===== src/rtl/la_pkg.sv =====
// Shared definitions for the logic-analyzer capture sequencer:
// state encoding and the default buffer address width.
package la_pkg;

    localparam int LA_ADDR_W = 12;

    typedef enum logic [2:0] {
        ST_IDLE = 3'd0,
        ST_PRE  = 3'd1,
        ST_WAIT = 3'd2,
        ST_POST = 3'd3,
        ST_DONE = 3'd4
    } la_state_t;

endpackage


===== src/rtl/la_wr_addr_gen.sv =====
// Circular sample-RAM write address generator: a wrapping counter with clear,
// plus registered write enable/address that trail each increment by one cycle.
module la_wr_addr_gen #(
    parameter int ADDR_W = 12
) (
    input  logic              sys_clk,
    input  logic              sys_rst,
    input  logic              clr,
    input  logic              inc,
    output logic              wr_en,
    output logic [ADDR_W-1:0] wr_addr,
    output logic [ADDR_W-1:0] addr
);

    always_ff @(posedge sys_clk or posedge sys_rst) begin
        if (sys_rst) begin
            addr    <= '0;
            wr_en   <= 1'b0;
            wr_addr <= '0;
        end else begin
            wr_en <= inc;
            if (clr) begin
                addr <= '0;
            end else if (inc) begin
                wr_addr <= addr;
                addr    <= addr + ADDR_W'(1);
            end
        end
    end

endmodule


===== src/rtl/la_capture_ctrl.sv =====
// Capture sequencer for the logic-analyzer sample buffer (IDLE/PRE/WAIT/POST/DONE).
// Optional forced trigger after TIMEOUT strobes: define LA_TRIG_TIMEOUT_EN.
module la_capture_ctrl
    import la_pkg::*;
#(
    parameter int ADDR_W = LA_ADDR_W
`ifdef LA_TRIG_TIMEOUT_EN
    ,
    parameter logic [23:0] TIMEOUT = 24'd1_000_000
`endif
) (
    input  logic              sys_clk,
    input  logic              sys_rst,
    input  logic              start,
    input  logic              abort,
    input  logic              smp_en,
    input  logic              trig_hit,
    input  logic [ADDR_W-1:0] pre_len,
    output logic              wr_en,
    output logic [ADDR_W-1:0] wr_addr,
    output logic [ADDR_W-1:0] rd_base,
    output logic              finished,
    input  logic              rd_done,
    output logic              busy,
    output logic              timed_out,
    output la_state_t         dbg_state
);

    localparam logic [ADDR_W:0] DEPTH   = {1'b1, {ADDR_W{1'b0}}};
    localparam logic [ADDR_W:0] CNT_ONE = {{ADDR_W{1'b0}}, 1'b1};

    la_state_t         state, state_nx;
    logic [ADDR_W-1:0] pre_q, pre_nx;
    logic [ADDR_W:0]   cnt, cnt_nx, cnt_inc, post_lim;
    logic [ADDR_W-1:0] rd_base_q, rd_base_nx;
    logic [ADDR_W-1:0] addr;
    logic              clr, inc, to_hit;

    assign cnt_inc  = cnt + CNT_ONE;
    assign post_lim = DEPTH - {1'b0, pre_q};

    la_wr_addr_gen #(.ADDR_W(ADDR_W)) u_addr_gen (
        .sys_clk (sys_clk),
        .sys_rst (sys_rst),
        .clr     (clr),
        .inc     (inc),
        .wr_en   (wr_en),
        .wr_addr (wr_addr),
        .addr    (addr)
    );

`ifdef LA_TRIG_TIMEOUT_EN
    logic [23:0] to_cnt;
    logic        to_q;

    assign to_hit = (state == ST_WAIT) && smp_en && ((to_cnt + 24'd1) == TIMEOUT);

    always_ff @(posedge sys_clk or posedge sys_rst) begin
        if (sys_rst) begin
            to_cnt <= '0;
            to_q   <= 1'b0;
        end else begin
            if (state != ST_WAIT || abort)
                to_cnt <= '0;
            else if (smp_en)
                to_cnt <= to_cnt + 24'd1;
            if (state == ST_IDLE && start && !abort)
                to_q <= 1'b0;
            else if (to_hit && !abort)
                to_q <= 1'b1;
        end
    end

    assign timed_out = to_q;
`else
    assign to_hit    = 1'b0;
    assign timed_out = 1'b0;
`endif

    always_ff @(posedge sys_clk or posedge sys_rst) begin
        if (sys_rst) begin
            state     <= ST_IDLE;
            pre_q     <= '0;
            cnt       <= '0;
            rd_base_q <= '0;
        end else begin
            state     <= state_nx;
            pre_q     <= pre_nx;
            cnt       <= cnt_nx;
            rd_base_q <= rd_base_nx;
        end
    end

    // Handshake: start is a one-cycle arm pulse accepted only in IDLE; finished is a
    // level that holds until rd_done is seen. abort wins over rd_done, rd_done over start.
    always_comb begin
        state_nx   = state;
        pre_nx     = pre_q;
        cnt_nx     = cnt;
        rd_base_nx = rd_base_q;
        clr        = 1'b0;
        inc        = 1'b0;
        if (abort) begin
            state_nx = ST_IDLE;
        end else begin
            case (state)
                ST_IDLE: begin
                    if (start) begin
                        pre_nx   = pre_len;
                        cnt_nx   = '0;
                        clr      = 1'b1;
                        state_nx = (pre_len == '0) ? ST_WAIT : ST_PRE;
                    end
                end
                ST_PRE: begin
                    if (smp_en) begin
                        inc    = 1'b1;
                        cnt_nx = cnt_inc;
                        if (cnt_inc == {1'b0, pre_q})
                            state_nx = ST_WAIT;
                    end
                end
                ST_WAIT: begin
                    if (smp_en) begin
                        inc = 1'b1;
                        if (trig_hit || to_hit) begin
                            // Oldest kept sample sits pre_q slots behind the trigger.
                            rd_base_nx = addr - pre_q;
                            cnt_nx     = CNT_ONE;
                            state_nx   = (post_lim == CNT_ONE) ? ST_DONE : ST_POST;
                        end
                    end
                end
                ST_POST: begin
                    if (smp_en) begin
                        inc    = 1'b1;
                        cnt_nx = cnt_inc;
                        if (cnt_inc == post_lim)
                            state_nx = ST_DONE;
                    end
                end
                ST_DONE: begin
                    if (rd_done)
                        state_nx = ST_IDLE;
                end
                default: state_nx = ST_IDLE;
            endcase
        end
    end

    assign busy      = (state == ST_PRE) || (state == ST_WAIT) || (state == ST_POST);
    assign finished  = (state == ST_DONE);
    assign rd_base   = rd_base_q;
    assign dbg_state = state;

endmodule

===== config.mk =====
export PLATFORM = sky130hd
export DESIGN_NAME = la_capture_ctrl
export DESIGN_NICKNAME = d
export VERILOG_FILES = /design/src/rtl/la_pkg.sv /design/src/rtl/la_wr_addr_gen.sv /design/src/rtl/la_capture_ctrl.sv
export SDC_FILE = /design/constraint.sdc
export NUM_CORES = 1
export LEC_CHECK = 0
export ABC_AREA = 1
export CAP_MARGIN = 0
export CORE_AREA = 3 3 90 134
export CTS_CLUSTER_SIZE = 40
export DETAILED_ROUTE_END_ITERATION = 7
export DIE_AREA = 0 0 93 137
export SYNTH_ARGS = -nofsm -noshare
export SYNTH_HDL_FRONTEND = slang
export SYNTH_SLANG_ARGS = --single-unit

===== constraint.sdc =====
create_clock -name sys_clk -period 1.9 [get_ports sys_clk]
set_input_delay 0.38 -clock sys_clk [delete_from_list [all_inputs] [get_ports sys_clk]]
set_output_delay 0.38 -clock sys_clk [all_outputs]
set_load 0.005 [all_outputs]

==> impl_metrics.ini, run 1 <==
[power]
power_density_nw_per_um2 = 1296
peakVddDrop_mv = 0.7430
p_leak_nw = 3.086

[logic_synthesis]
syn-num-nets = 653
synth_edf_count = 0
synth-simple-area-share_pct = 36.40
synth_compound_area_share_pct = 11.33
synth_seq_cells = 65
synth_top_area_cell = dfrtp_1
netlist_instances = 618
synthAdderAreaFrac_pct = 4.762
synth_area_per_cell_um2 = 7.058
synth_top_family_by_area = simple AND/OR/NAND/NOR gates
yosys.area.top_type_share_pct = 37.29
ys.warnings.count = 0
synthArstFlopShare_pct = 100.0
synth.distinct_cells = 39
synth_mux_area_share_pct = 0
netlist_area_um2 = 4362
synth_seq_area_share_pct = 37.29
ys_top_cells_by_area = dfrtp_1, nand2_1, inv_1
synth_xor_area_share_pct = 2.410
ys.flop_type = dfrtp_1

[sta]
finalSetupTns_ns = -0.2215
finClkSkew_ns = 0.006376
worst_slack_ns = -0.1033
rsz0062_at_grt = true
clock.fmax_mhz = 499.2
period_share_pct = 105.4
final-setup-viol-count = 4
slew_viol_final = 0
finalHoldViolCount = 0
period_needed_ns = 2.003

[routing]
vias = 4555
wl_met3_um = 274
drt_pass1_iterations = 4
dr_wl_met2_um = 7593
drc = 0
drt-met1-wl_um = 5079
drt.antenna.violating_nets = 0
highest_layer = met4
wire_per_inst_um = 14.86
drt_iter0_markers = 152
totalWireLength_um = 13530
vias_per_cell = 5.000

[die]
start_util_pct = 39.45
coreArea_um2 = 11060
rows = 47
die_height_um = 137
die_x_um = 93
io_pins = 50
die_area_um2 = 12740

[global_routing]
grt_pass1_wl_um = 22210
grt_overflow = 0
antenna_found_initial = 0
grt_pass1_vias = 4710
track_usage_pct = 22.29
grt_max_degree = 66

[layout]
areaGrowthSynthToFinish_pct = 45.84
nets = 794
fin_util_pct = 57.54
layout-drive-gt1-share_pct = 27.75
fill_cells = 1069
design_area_um2 = 6361
antenna-diode-count = 0

[setup_path]
crit_path_cell_trace = ha_4, nand3_4, nor2_8, nand3_2, nand2_2, nand2_2, nand2_2, nand2_2, nor2_4, nand2_2, a21oi_4, nand2_2, nand3_2, nand2_1
path_class = flip-flop to flip-flop
slowest_stage = dfrtp_1
max_stage_delay_ns = 0.40
required_ns = 2.12
critical_path.max_fanout = 5
worstPathArrival_ns = 2.23
startpoint_type = flip-flop
cp.buffers_inverters = 0
path_delay_family = simple AND/OR/NAND/NOR gates
worstSetupEndpointType = flip-flop
crit_path_frequent_cell = nand2_2

[clocking]
htree_levels = 3
worstSkewPairLatency_ns = 0.33
hold_buffers = 0
clock-sinks = 65
cts_tree = done
clk_pin_slew_worst_paths_ns = 0.06
numCtsBuffers = 9
root_buffer = clkbuf_16
cts_buffer_depth = 2

[run]
cap_violations = 0

[placement]
dp_hpwl_um = 10370
dpl-instance-area_um2 = 5622
port_buffers = 48
gp_congestion = 0.9353

[outcome]
outcome = finished, violations left
violations = negative setup slack

[worst_hold_path]
min_path_type = flip-flop to flip-flop
-- placed cells by master (no fill, tap or decap), types with 8 or more instances in the layout --
cell / Yosys / layout
o21ai_0: 51 / 42
nor2_1: 56 / 45
a21oi_1: 16 / 13
nand2_2: 10 / 23
nand3_2: 4 / 10
dfrtp_1: 65 / 63
nor2_2: 2 / 10
nand2_1: 194 / 176
clkdlybuf4s50_1: 0 / 46
inv_2: 2 / 11
buf_4: 1 / 83
clkbuf_16: 0 / 9
nand4_1: 11 / 11
inv_1: 72 / 61
ha_4: 0 / 8
nand3_1: 48 / 39
o22ai_1: 10 / 10
-- final cells by class --
| cell class | instances | area [µm²] | area share [%] |
|---|---|---|---|
| multi-input combinational | 468 | 2761 | 43.41 |
| sequential | 65 | 1629 | 25.61 |
| timing repair buffer | 138 | 1210 | 19.02 |
| inverter | 77 | 296.5 | 4.662 |
| clock buffer | 9 | 225.2 | 3.541 |
| tap | 147 | 183.9 | 2.891 |
| clock inverter | 7 | 55.05 | 0.8655 |
-- routing by layer --
layer,up-vias,global-route usage (%)
met2,67,42.57
met1,2162,23.09
met3,32,3.630
met5,-,0
met4,0,11.17
li1,2294,-
-- worst reg2reg max path, stage by stage (launching register included) --
cell     delay (ns)
dfrtp_1        0.40
ha_4           0.19
nand3_4        0.14
nor2_8         0.23
nand3_2        0.10
nand2_2        0.10
nand2_2        0.06
nand2_2        0.07
nand2_2        0.07
nor2_4         0.08
nand2_2        0.07
a21oi_4        0.18
nand2_2        0.10
nand3_2        0.07
nand2_1        0.04
-- cells by family after synthesis --
| logic type | count (synthesis) |
|---|---|
| adder cells (fa/ha/maj) | 16 |
| XOR/XNOR | 12 |
| other | 1 |
| flip-flops | 65 |
| AND/OR/NAND/NOR | 349 |
| AO/OA/AOI/OAI | 89 |
| buffers and inverters | 86 |
-- where the power goes --
part | total [W] | internal (W) | switching, W
Sequential | 0.00202 | 0.00174 | 0.000277
Combinational | 0.00466 | 0.00221 | 0.00245
Clock | 0.00157 | 0.000894 | 0.000677
Total | 0.00824 | 0.00484 | 0.00340
-- cell usage after synthesis (4+ instances only) --
library cell    n
a21oi_1        16
clkbuf_1        6
dfrtp_1        65
ha_1           15
inv_1          72
nand2_1       194
nand2_2        10
nand3_1        48
nand3_2         4
nand4_1        11
nor2_1         56
nor3_1          5
nor4_1          4
o21ai_0        51
o22ai_1        10
or2_2           4
xnor2_1         4
xor2_1          8
-- path summary, 6_finish.rpt --
path / end / start / cells past startpoint / slack [ns]
worst max-delay path: dbg_state[1] / cnt[0] / 14 / -0.10
worst min-delay path: rd_base[10] / rd_base[10] / 2 / 0.48
worst max register to register: dbg_state[1] / cnt[0] / 14 / -0.10
worst min register to register: rd_base[10] / rd_base[10] / 2 / 0.48
max in group asynchronous: rd_base[7] / sys_rst / 3 / 1.11
min in group asynchronous: pre_q[2] / sys_rst / 3 / 0.49
-- sequential cells by signal, summed over array words and instances, names as in the netlist --
| signal | count |
|---|---|
| pre_q | 12 |
| cnt | 13 |
| rd_base | 12 |
| dbg_state | 3 |
| u_addr_gen.wr_addr | 12 |
| u_addr_gen.wr_en | 1 |
| u_addr_gen.addr | 12 |
-- what timing repair did --
action / CTS / global route
pin swaps: 18 / 32
gates cloned: 0 / 1
gates resized for setup: 46 / 57
setup endpoints to repair: 10 / 13
setup buffers: 5 / 6
-- metrics by stage --
| stage | worst slack (ns) | std cells | hold WS [ns] | power [W] |
|---|---|---|---|---|
| after CTS | -0.03833 | 904 | 0.4865 | 0.007965 |
| after global placement | -0.1332 | 884 | 0.4658 | 0.005957 |
| after detailed placement | -0.1667 | 884 | 0.4711 | 0.006020 |
| after floorplan | 0.0008948 | 618 | 0.4725 | 0.004072 |
| after global routing | -0.2305 | 911 | 0.5076 | 0.008953 |
| final | -0.1033 | 911 | 0.4807 | 0.008244 |
No activity file was read; power rests on OpenSTA's default activity.
==> run 2, diff against run 1 <==
--- a/config.mk
+++ b/config.mk
@@ -7,10 +7,10 @@
 export LEC_CHECK = 0
 export ABC_AREA = 1
 export CAP_MARGIN = 0
-export CORE_AREA = 3 3 90 134
+export CORE_AREA = 3 3 103 154
 export CTS_CLUSTER_SIZE = 40
 export DETAILED_ROUTE_END_ITERATION = 7
-export DIE_AREA = 0 0 93 137
+export DIE_AREA = 0 0 106 157
 export SYNTH_ARGS = -nofsm -noshare
 export SYNTH_HDL_FRONTEND = slang
 export SYNTH_SLANG_ARGS = --single-unit
==> run 2 against run 1 <==
Against the previous run:
- the flow still finishes with violations (negative setup slack)
- clock skew is 0.0011 ns higher
- non-clock buffer count is 2 higher
- sequential cell count stayed put
- global-route usage is 6.0 points lower
- clock power hardly changed
- sequential share of layout area is 0.42 points lower
- total power is 0.22% lower
- wire length is 1.3% lower
- utilization is 13 points lower
- die area is 31% higher
- clock-buffer cell count is 3 higher
- first-iteration DRC count is 42% higher
==> impl_metrics.ini, run 2 (synthesized netlist as in run 1, its figures left out) <==
[run]
cap_violations = 0

[routing]
drt.antenna.violating_nets = 0
wire_per_inst_um = 13.88
drt_iter0_markers = 216
vias = 4470
drt_pass1_iterations = 4
drc = 0
vias_per_cell = 4.647
totalWireLength_um = 13360

[sta]
finalHoldViolCount = 0
period_share_pct = 106.3
max_slew_margin_pct = 63.97
rsz0062_at_grt = true
period_needed_ns = 2.019
clock.fmax_mhz = 495.4
slew_viol_final = 0
tightest_slew_ns = 0.5356
finClkSkew_ns = 0.007505
final-setup-viol-count = 3
worst_slack_ns = -0.1188

[outcome]
violations = negative setup slack
outcome = finished, violations left

[clocking]
htree_levels = 3
numCtsBuffers = 9
clk_pin_slew_worst_paths_ns = 0.06
cts_buffer_depth = 2
cts_tree = done
hold_buffers = 0
clock-sinks = 65
root_buffer = clkbuf_16
worstSkewPairLatency_ns = 0.34

[setup_path]
reg2reg_from = cnt[0]
startpoint_type = flip-flop
path_class = flip-flop to flip-flop
ff2ff_path_depth = 14
worstSetupEndpointType = flip-flop
crit_path_cell_trace = buf_6, ha_4, buf_4, xnor2_1, nand2_1, nand2_1, nor2_2, nand4_1, nor2_2, nand2_2, a21oi_4, nand2_4, nand3_2, nand2_1
cp.depth = 14
worstPathArrival_ns = 2.24
path_delay_family = simple AND/OR/NAND/NOR gates
reg2reg_to = dbg_state[0]
cp.buffers_inverters = 2
max_stage_delay_ns = 0.39
crit_path_frequent_cell = nand2_1
required_ns = 2.13
critical_path.max_fanout = 5
slowest_stage = dfrtp_1
rrSetupSlack_ns = -0.12

[layout]
nets = 796
final_cell_mix = nand2_1, buf_4, dfrtp_1, inv_1, clkdlybuf4s50_1
final_common_cell = nand2_1
areaGrowthSynthToFinish_pct = 48.14
fill_cells = 1514
antenna-diode-count = 0
final_cells = 962
regMostFlops = cnt
multi_input_area_um2 = 2791
layout-drive-gt1-share_pct = 27.94
largest_register_ffs = 13
seqCellArea_um2 = 1628

[global_routing]
track_usage_pct = 16.27
antenna_found_initial = 0
grt_overflow = 0
grt_pass1_vias = 4431
grt_pass1_wl_um = 21270
grt_max_degree = 66

[die]
io_pins = 50
die_area_um2 = 16640
die_x_um = 106
rows = 54
start_util_pct = 29.89
coreArea_um2 = 14590
die_height_um = 157

[power]
peakVddDrop_mv = 0.6427
power.switching_w = 0.003395
p_clk_share_pct = 19.0
p_total_w = 0.008226
p_leak_nw = 3.110
pwr-share-comb_pct = 56.6
p_seq_share_pct = 24.4
sw_frac_of_total_pct = 41.27
p_int_w = 0.004832
power_density_nw_per_um2 = 1273

[worst_hold_path]
min_path_type = primary input to asynchronous set/reset pin

[placement]
gp_congestion = 0.8848
port_buffers = 48
dp.cells = 936
dp_hpwl_um = 10270
run 2: stage by stage:
step / hold slack [ns] / TNS, ns / cell area (µm²) / util [%] / setup WS [ns]
2_1_floorplan: 0.4725 / 0 / 4365 / - / 0.0008948
3_3_place_gp: 0.4659 / -1.177 / 5705 / 39.09 / -0.2026
3_5_place_dp: 0.4692 / -1.370 / 5705 / 39.09 / -0.2122
4_1_cts: 0.4867 / -0.2199 / 6122 / 41.95 / -0.06606
5_1_grt: 0.5052 / -0.7655 / 6461 / 44.27 / -0.2632
6_report: 0.4777 / -0.3475 / 6461 / 44.27 / -0.1188
run 2: metal layers:
layer / GRT usage [%] / routed length [µm] / vias up
met4: 9.383 / 630 / 0
met2: 31.93 / 7412 / 65
met3: 1.682 / 248 / 35
met1: 16.45 / 5064 / 2073
met5: 0 / 0 / -
li1: - / - / 2297
run 2: power by group through the flow:
stage               Clock, W  Sequential, W  Combinational (W)
floorplan                  0        0.00202            0.00205
finish               0.00156        0.00201            0.00465
global route         0.00164        0.00205            0.00512
detailed placement         0        0.00200            0.00402
CTS                  0.00159        0.00199            0.00430
global placement           0        0.00199            0.00399
run 2: worst max-delay path by stage:
stage,slack [ns],from,endpoint
after floorplan,0.0009,pre_q[1],dbg_state[1]
after global placement,-0.20,pre_len[4],dbg_state[1]
after detailed placement,-0.21,pre_len[4],dbg_state[1]
after CTS,-0.07,pre_q[1],dbg_state[1]
after global routing,-0.26,cnt[0],dbg_state[0]
final,-0.12,cnt[0],dbg_state[0]
run 2: cell type report:
type / instances / share of cell area (%)
Clock inverter: 4 / 0.4454
Multi-Input combinational cell: 468 / 43.20
Clock buffer: 12 / 3.815
Timing Repair Buffer: 140 / 18.96
Tap cell: 196 / 3.796
Sequential cell: 65 / 25.19
Inverter: 77 / 4.589
run 2: tightest hold or removal path, delay by kind of cell:
family / cells / cell delay (ns)
buf+inv: 3 / 0.83
run 2: what timing repair did:
action                                  in CTS  in global routing
cloned                                       0                  1
hold endpoints to repair                     0                  0
endpoints found under the setup margin      11                 15
pin swaps                                    9                 31
resized for setup                           41                 64
setup buffers                                2                  9
